--- src/rtl/aes_job_sequencer.sv ---
// Multi-block AES job controller: one key expansion per job, then a counted
// fetch -> crypt -> push loop per 128-bit block. Define AES_SEQ_CBC_EN for CBC chaining.
module aes_job_sequencer #(
   parameter int DATA_W = 128,
   parameter int CNT_W  = 16
) (
   input  logic              clk,
   input  logic              reset_n,
   input  logic              clear,
   input  logic              start_i,
   input  logic [CNT_W-1:0]  n_blocks_i,
   input  logic [DATA_W-1:0] iv_i,
   output logic              key_exp_start_o,
   input  logic              key_valid_i,
   input  logic              pt_valid_i,
   output logic              pt_ready_o,
   input  logic [DATA_W-1:0] pt_data_i,
   output logic              core_start_o,
   output logic [DATA_W-1:0] core_data_o,
   input  logic              core_done_i,
   input  logic [DATA_W-1:0] core_data_i,
   output logic              ct_valid_o,
   input  logic              ct_ready_i,
   output logic [DATA_W-1:0] ct_data_o,
   output logic              busy_o,
   output logic              done_o,
   output logic [CNT_W-1:0]  blk_cnt_o
);

   typedef enum logic [2:0] {
      S_IDLE, S_KEY, S_FETCH, S_CRYPT, S_PUSH, S_DONE
   } state_t;

   state_t             state_q, state_d;
   logic               first_q;
   logic [CNT_W-1:0]   n_blocks_q, blk_cnt_q;
   logic [DATA_W-1:0]  core_in_q, ct_q;
   logic               last_blk;

   assign last_blk = (CNT_W'(blk_cnt_q + 1'b1) == n_blocks_q);

   // first_q marks the first cycle spent in any state (used by KEY and CRYPT pulses)
   always_ff @(posedge clk) begin
      if (!reset_n || clear) begin
         state_q <= S_IDLE;
         first_q <= 1'b0;
      end else begin
         state_q <= state_d;
         first_q <= (state_d != state_q);
      end
   end

   always_comb begin
      state_d         = state_q;
      key_exp_start_o = 1'b0;
      pt_ready_o      = 1'b0;
      core_start_o    = 1'b0;
      ct_valid_o      = 1'b0;
      done_o          = 1'b0;
      case (state_q)
         S_IDLE: begin
            if (start_i) state_d = (n_blocks_i == '0) ? S_DONE : S_KEY;
         end
         S_KEY: begin
            key_exp_start_o = first_q;
            // key_valid_i may still be stale from a previous job in the first cycle
            if (!first_q && key_valid_i) state_d = S_FETCH;
         end
         S_FETCH: begin
            pt_ready_o = 1'b1;
            if (pt_valid_i) state_d = S_CRYPT;
         end
         S_CRYPT: begin
            core_start_o = first_q;
            if (core_done_i) state_d = S_PUSH;
         end
         S_PUSH: begin
            ct_valid_o = 1'b1;
            if (ct_ready_i) state_d = last_blk ? S_DONE : S_FETCH;
         end
         S_DONE: begin
            done_o  = 1'b1;
            state_d = S_IDLE;
         end
         default: state_d = S_IDLE;
      endcase
   end

`ifdef AES_SEQ_CBC_EN
   logic [DATA_W-1:0] chain_q;

   always_ff @(posedge clk) begin
      if (!reset_n || clear) begin
         chain_q <= '0;
      end else if (state_q == S_IDLE && start_i && n_blocks_i != '0) begin
         chain_q <= iv_i;
      end else if (state_q == S_CRYPT && core_done_i) begin
         chain_q <= core_data_i;
      end
   end

   logic [DATA_W-1:0] core_in_d;
   assign core_in_d = pt_data_i ^ chain_q;
`else
   logic [DATA_W-1:0] core_in_d;
   logic              unused_iv;
   assign core_in_d = pt_data_i;
   assign unused_iv = ^iv_i;
`endif

   always_ff @(posedge clk) begin
      if (!reset_n || clear) begin
         n_blocks_q <= '0;
         blk_cnt_q  <= '0;
         core_in_q  <= '0;
         ct_q       <= '0;
      end else begin
         if (state_q == S_IDLE && start_i) begin
            blk_cnt_q <= '0;
            if (n_blocks_i != '0) n_blocks_q <= n_blocks_i;
         end
         if (state_q == S_FETCH && pt_valid_i) core_in_q <= core_in_d;
         if (state_q == S_CRYPT && core_done_i) ct_q <= core_data_i;
         if (state_q == S_PUSH && ct_ready_i) blk_cnt_q <= blk_cnt_q + 1'b1;
      end
   end

   assign core_data_o = core_in_q;
   assign ct_data_o   = ct_q;
   assign blk_cnt_o   = blk_cnt_q;
   assign busy_o      = (state_q != S_IDLE);

endmodule

--- config.mk ---
export PLATFORM = sky130hd
export DESIGN_NAME = aes_job_sequencer
export DESIGN_NICKNAME = d
export VERILOG_FILES = /design/src/rtl/aes_job_sequencer.sv
export SDC_FILE = /design/constraint.sdc
export NUM_CORES = 1
export LEC_CHECK = 0
export CORE_AREA = 2 2 271 273
export CTS_CLUSTER_DIAMETER = 100
export DETAILED_ROUTE_END_ITERATION = 8
export DIE_AREA = 0 0 273 275
export PLACE_DENSITY = 0.39
export SLEW_MARGIN = 0
export SYNTH_ARGS = -nofsm -noshare
export SYNTH_HDL_FRONTEND = slang
export SYNTH_SLANG_ARGS = --single-unit
--- constraint.sdc ---
create_clock -name clk -period 3.47 [get_ports clk]
set_input_delay 1.041 -clock clk [delete_from_list [all_inputs] [get_ports clk]]
set_output_delay 1.041 -clock clk [all_outputs]
set_load 0.02 [all_outputs]
==> out/qor.yml, run 1 <==
floorplanning:
  die-area_mm2: 0.07508
  core_mm2: 0.07234
  rows: 99
  fp.dieW_um: 273
  ios: 686
  floorplan.initialDensity: 0.1506
  die_h_um: 275
setup_path:
  crit_type: "reg -> out"
  endpoint_kind: "output port"
  reg2reg_to: "state_q[1]$_SDFF_PP0_"
  r2r-start: "blk_cnt_o[1]$_SDFFE_PP0P_"
  cp.arrival_ps: 2280
  crit_chain: "nor3b_2, buf_4, clkdlybuf4s50_1"
  critPathMaxStageDelay_ps: 640
  start_kind: "register"
  reg2regPathDepth: 7
  r2r_slack_ps: 620
  slowest_stage: "clkdlybuf4s50_1"
  critPathMaxFanout: 12
  cp.required_ps: 2430
cts:
  h-tree-depth: 2
  clkSinkCount: 292
  cts_buffers: 41
  post-cts-setup-buffer-count: 0
  cts_tree: "built"
  holdBufCountCts: 0
  clkSlewWorstSetupHoldPaths_ps: 50
  clk_latency_ps: 550
  cts_resized: 1
  clockRootBuffer: "clkbuf_16"
  clock_path_buffers: 3
min_path:
  min_path_type: "reg -> reg"
  hold_end: "ct_data_o[108]$_SDFFE_PP0P_"
  worstHoldPathCells: 2
  hold_start: "ct_data_o[108]$_SDFFE_PP0P_"
sta:
  setup-tns-final_ps: 0
  drv_slew: 0
  clock.fmax_ghz: 0.3010
  tightest_slew_ps: 1018
  worst_clock_skew_ps: 11.74
  fin_crit_sh: 0.9575
  final-setup-viol-count: 0
  finalHoldViolations: 0
  fin_crit_ps: 3323
  rsz0062_at_grt: "no"
  relSlewSlack: 0.3185
route:
  drcViolationCount: 0
  vias: 11260
  drt_iter0_drc: 340
  drt_first_pass_iters: 4
  routed_wl_um: 47290
  wl_per_cell_um: 16.25
  drt-vias-per-instance: 3.866
  ant_nets: 0
layout:
  most-common-layout-cells: "clkdlybuf4s50_1, nand2_1, dfxtp_1"
  drive_gt1_frac: 0.06106
  final_util: 0.2642
  fin_nets: 2327
  syn_to_final_growth_pct: 75.46
  multi_input_area_mm2: 0.004639
  fillers: 7853
  seq_area_mm2: 0.005846
  mostFrequentLayoutCell: "clkdlybuf4s50_1"
synthesis:
  synth_cell_types: 47
  synth_area_mm2: 0.01089
  syn_inst: 1390
  synth_flop_cell: "dfxtp_1"
  seq_area_frac_synth: 0.5367
  synthArstFlopShare: 0
  synth_fp_nets: 1799
  synth-seq-cells: 292
  synth_edf_count: 0
  yosys_warnings: 0
  syn_area_per_cell_um2: 7.836
power_and_ir_drop:
  p_leak_nw: 6.157
  powerDensity_mw_per_mm2: 431.8
  vdd_drop_max_v: 0.0003314
global_routing:
  gr-usage-met2: 0.2006
  busiest_layer: "met2"
  grt-ovfl-total: 0
  grt_pass1_wl_um: 69170
  antenna_found_initial: 5
  grt_max_degree: 96
  use_met3: 0.04940
  met1_usage: 0.1361
  grt_usage: 0.1196
  grt_pass1_vias: 11210
run:
  cap_violations: 0
placed_design:
  hpwlAfterDp_um: 34670
  place_congestion: 0.7835
  io_buffers: 557
status:
  status: "finished, final reports clean"
==> Yosys cell counts, drive strengths merged, types with 3 or more instances <==
library cell / n / area (um2)
and4: 3 / 26.28
a22oi: 4 / 30.03
xor2: 8 / 70.07
dfxtp: 292 / 5846
clkbuf: 91 / 342.8
buf: 16 / 90.08
a211oi: 3 / 22.52
a21oi: 274 / 1371
inv: 5 / 18.77
xnor2: 12 / 105.1
nor2b: 3 / 18.77
o21ai: 21 / 105.1
and3: 6 / 38.79
a31oi: 3 / 18.77
nor2: 42 / 157.7
nor3: 10 / 72.57
and2: 3 / 18.77
nand2: 525 / 1971
nor4: 9 / 56.30
nand3: 8 / 65.06
nand3b: 3 / 22.52
mux2i: 17 / 170.2
nand4: 9 / 56.30
==> registers in the layout, summed over array words and instances (netlist names) <==
signal       flops
blk_cnt_o       16
core_data_o    128
first_q          1
n_blocks_q      16
ct_data_o      128
state_q          3
==> per-layer routing <==
metal / part of all wire / vias to the layer above
li1: - / 5628
met1: 0.40 / 5158
met2: 0.47 / 399
met3: 0.095 / 68
met4: 0.029 / 2
met5: 0.00023 / -
==> worst max-delay path: cells and delay by family (launching register included) <==
kind,cells,cell delay (ps)
DFF,1,570
buffers and inverters,2,830
and+or+nand+nor,1,320
==> through the flow <==
step	total power [mW]	setup slack, ps	cell area (um2)	cells	hold slack, ps
floorplan	3.562	824.0	10890	1390	480.4
global placement	3.959	363.4	17670	2834	442.2
finish	8.253	147.4	19110	2911	450.3
detailed placement	3.960	350.0	17670	2834	445.4
CTS	8.455	45.52	19100	2908	451.9
global route	8.598	27.67	19110	2910	466.3
==> where the power goes <==
part | total, mW | switching [mW] | leakage, nW | internal, mW
registers | 3.38 | 0.0105 | 2.35 | 3.37
logic | 0.508 | 0.174 | 3.11 | 0.334
clock network | 4.37 | 1.63 | 0.698 | 2.74
==> worst max-delay path by stage <==
stage	cells after the start	end	slack [ps]	start
after floorplan	9	state_q[1]$_SDFF_PP0_	820	blk_cnt_o[1]$_SDFFE_PP0P_
after global placement	6	n_blocks_q[10]$_SDFFE_PP0P_	360	n_blocks_i[11]
after detailed placement	6	n_blocks_q[13]$_SDFFE_PP0P_	350	n_blocks_i[11]
after CTS	4	key_exp_start_o	50	state_q[0]$_SDFF_PP0_
after global routing	4	key_exp_start_o	30	state_q[0]$_SDFF_PP0_
final	3	pt_ready_o	150	state_q[1]$_SDFF_PP0_
==> kinds of logic after synthesis <==
logic type / share of synthesized area
muxes: 0.01562
xor gates and xnor gates: 0.01608
DFF: 0.5367
AOI/OAI and AO/OA: 0.1529
adders and majority gates: 0.001149
buffers and inverters: 0.04147
and+or+nand+nor: 0.2361
==> area by class of cell <==
type,instances,area share
Antenna cell,3,0.0003928
Clock buffer,60,0.06593
Clock inverter,14,0.008577
Inverter,5,0.0009821
Multi-Input combinational cell,986,0.2428
Sequential cell,292,0.3059
Tap cell,959,0.06279
Timing Repair Buffer,592,0.3127
No activity file was read; power rests on OpenSTA's default activity.
==> inputs of run 2 (changes only) <==
--- a/config.mk
+++ b/config.mk
@@ -5,11 +5,12 @@
 export SDC_FILE = /design/constraint.sdc
 export NUM_CORES = 1
 export LEC_CHECK = 0
-export CORE_AREA = 2 2 271 273
+export CORE_AREA = 2 2 267 269
 export CTS_CLUSTER_DIAMETER = 100
 export DETAILED_ROUTE_END_ITERATION = 8
-export DIE_AREA = 0 0 273 275
-export PLACE_DENSITY = 0.39
+export DIE_AREA = 0 0 269 271
+export HOLD_SLACK_MARGIN = 0.1
+export PLACE_DENSITY = 0.4
 export SLEW_MARGIN = 0
 export SYNTH_ARGS = -nofsm -noshare
 export SYNTH_HDL_FRONTEND = slang
==> run 2 against run 1 <==
Sequential power about the same. Flip-flop and latch count unchanged. Critical path depth unchanged. Register-to-register slack got worse by 40 ps. Hold slack about the same. Cell count decreased by 0.79%. Global-route usage increased by 0.14 points. Power decreased by 4.0%. Clock power decreased by 7.6%. Utilization increased by 0.79 points. Highest routed layer unchanged.
==> out/qor.yml, run 2 (synthesis results as in run 1) <==
cts:
  cts_buffers: 38  # -7.3%
  clkSlewWorstSetupHoldPaths_ps: 50  # about the same
  clkSinkCount: 292  # unchanged
  h-tree-depth: 2  # unchanged
  cts_tree: "built"
  clockRootBuffer: "clkbuf_16"
  clk_latency_ps: 540  # about the same
  clock_path_buffers: 3  # unchanged
status:
  status: "finished, final reports clean"
global_routing:
  grt-ovfl-total: 0  # unchanged
  antenna_found_initial: 6  # +1
  grt_max_degree: 70  # -27%
  grt_usage: 0.1210  # +0.001386
  grt_pass1_wl_um: 68480  # -1.0%
  grt_pass1_vias: 11420  # +1.9%
setup_path:
  endpoint_kind: "output port"
  slowest_stage: "clkdlybuf4s50_1"
  start_kind: "register"
  cp_top_family: "buffers and inverters"
  critPathMaxFanout: 10  # -2
  critPathMaxStageDelay_ps: 640  # about the same
  cp_num_buf_inv: 1  # -1
  cp.arrival_ps: 2200  # -80 ps
  crit_type: "reg -> out"
  cp.required_ps: 2430  # about the same
  r2r_slack_ps: 580  # -40 ps
  crit_chain: "nor2b_2, and3_1, clkdlybuf4s50_1"
sta:
  final-setup-viol-count: 0  # unchanged
  rsz0062_at_grt: "no"
  fin_crit_sh: 0.9339  # -0.02363
  worst_clock_skew_ps: 13.99  # +2.247 ps
  finalHoldViolations: 0  # unchanged
  drv_slew: 0  # unchanged
  setup-tns-final_ps: 0  # unchanged
  fin_crit_ps: 3241  # -82.00 ps
  clock.fmax_ghz: 0.3086  # +2.5%
  relSlewSlack: 0.3302  # +0.01163
  tightest_slew_ps: 1000  # -17.37 ps
floorplanning:
  fp.dieW_um: 269  # -1.5%
  die_h_um: 271  # -1.5%
  die-area_mm2: 0.07290  # -2.9%
  floorplan.initialDensity: 0.1561  # +0.005510
  ios: 686  # unchanged
  core_mm2: 0.06979  # -3.5%
  rows: 97  # -2.0%
route:
  drt_first_pass_iters: 5  # +1
  ant_nets: 0  # unchanged
  drt_iter0_drc: 391  # +15%
  vias: 11220  # -0.28%
  wl_per_cell_um: 15.85  # -2.4%
  drt-vias-per-instance: 3.886  # +0.52%
  routed_wl_um: 45770  # -3.2%
  drcViolationCount: 0  # unchanged
placed_design:
  place_congestion: 0.7767  # -0.87%
  placed_cell_area_mm2: 0.01770  # +0.18%
  hpwlAfterDp_um: 33960  # -2.1%
  io_buffers: 557  # unchanged
  place_inst: 2819  # -0.53%
layout:
  fin_nets: 2328  # +0.043%
  mostFrequentLayoutCell: "clkdlybuf4s50_1"
  drive_gt1_frac: 0.05553  # -0.005530
  instances_no_fill: 2888  # -0.79%
  syn_to_final_growth_pct: 74.35
  stdcell_area_mm2: 0.01899  # -0.63%
  most-common-layout-cells: "clkdlybuf4s50_1, nand2_1, dfxtp_1"
power_and_ir_drop:
  vdd_drop_max_v: 0.0002518  # -24%
  p_leak_nw: 6.119  # -0.62%
  powerDensity_mw_per_mm2: 417.1  # -3.4%
min_path:
  min_path_type: "reg -> reg"
run:
  cap_violations: 0  # unchanged
[run 2: final timing paths]
check,startpoint,to,cells past startpoint
max,state_q[0]$_SDFF_PP0_,core_start_o,3
min,core_data_o[18]$_SDFFE_PP0P_,core_data_o[18]$_SDFFE_PP0P_,2
max reg2reg,blk_cnt_o[0]$_SDFFE_PP0P_,state_q[1]$_SDFF_PP0_,7
min reg2reg,core_data_o[18]$_SDFFE_PP0P_,core_data_o[18]$_SDFFE_PP0P_,2
[run 2: timing repair]
action	CTS	global route
endpoints found under the hold margin	0	0
resized for setup	0	1
endpoints found under the setup margin	0	2
hold buffers	0	0
setup buffers	0	0
[run 2: metrics by stage]
stage	hold WS, ps	setup slack [ps]	util	total power [mW]
after floorplan	480.4	824.0	-	3.562
after global placement	441.0	321.8	0.2537	3.960
after detailed placement	445.5	337.2	0.2537	3.960
after CTS	453.1	89.02	0.2720	8.118
after global routing	468.6	84.40	0.2720	8.276
final	449.9	229.4	0.2721	7.920
[run 2: cell type report]
| class | count | area (um2) |
|---|---|---|
| Timing Repair Buffer | 596 | 6031 |
| Fill cell | 7507 | 50800 |
| Sequential cell | 292 | 5846 |
| Antenna cell | 3 | 7.507 |
| Clock buffer | 61 | 1191 |
| Clock inverter | 5 | 85.08 |
| Multi-Input combinational cell | 986 | 4634 |
| Tap cell | 940 | 1176 |
| Inverter | 5 | 18.77 |
[run 2: routing by layer]
metal	wire length, um	share of wire	global-route usage	up-vias
li1	-	-	-	5629
met2	21690	0.47	0.2047	406
met1	18070	0.39	0.1358	5102
met3	4637	0.10	0.04942	79
met4	1324	0.029	0.04269	8
met5	50	0.0011	0	-
[run 2: worst register-to-register path: stages (launching register included)]
cell and delay, ps:
dfxtp_1 520, ha_1 410, nand3_4 180, nor4_1 630, xnor2_1 190, o21ai_0 150
or4_4 470, a31o_1 230
[run 2: power breakdown]
group	internal, mW	switching, mW	total (mW)
sequential	3.36	0.0102	3.37
combinational	0.336	0.173	0.509
clock	2.49	1.54	4.04
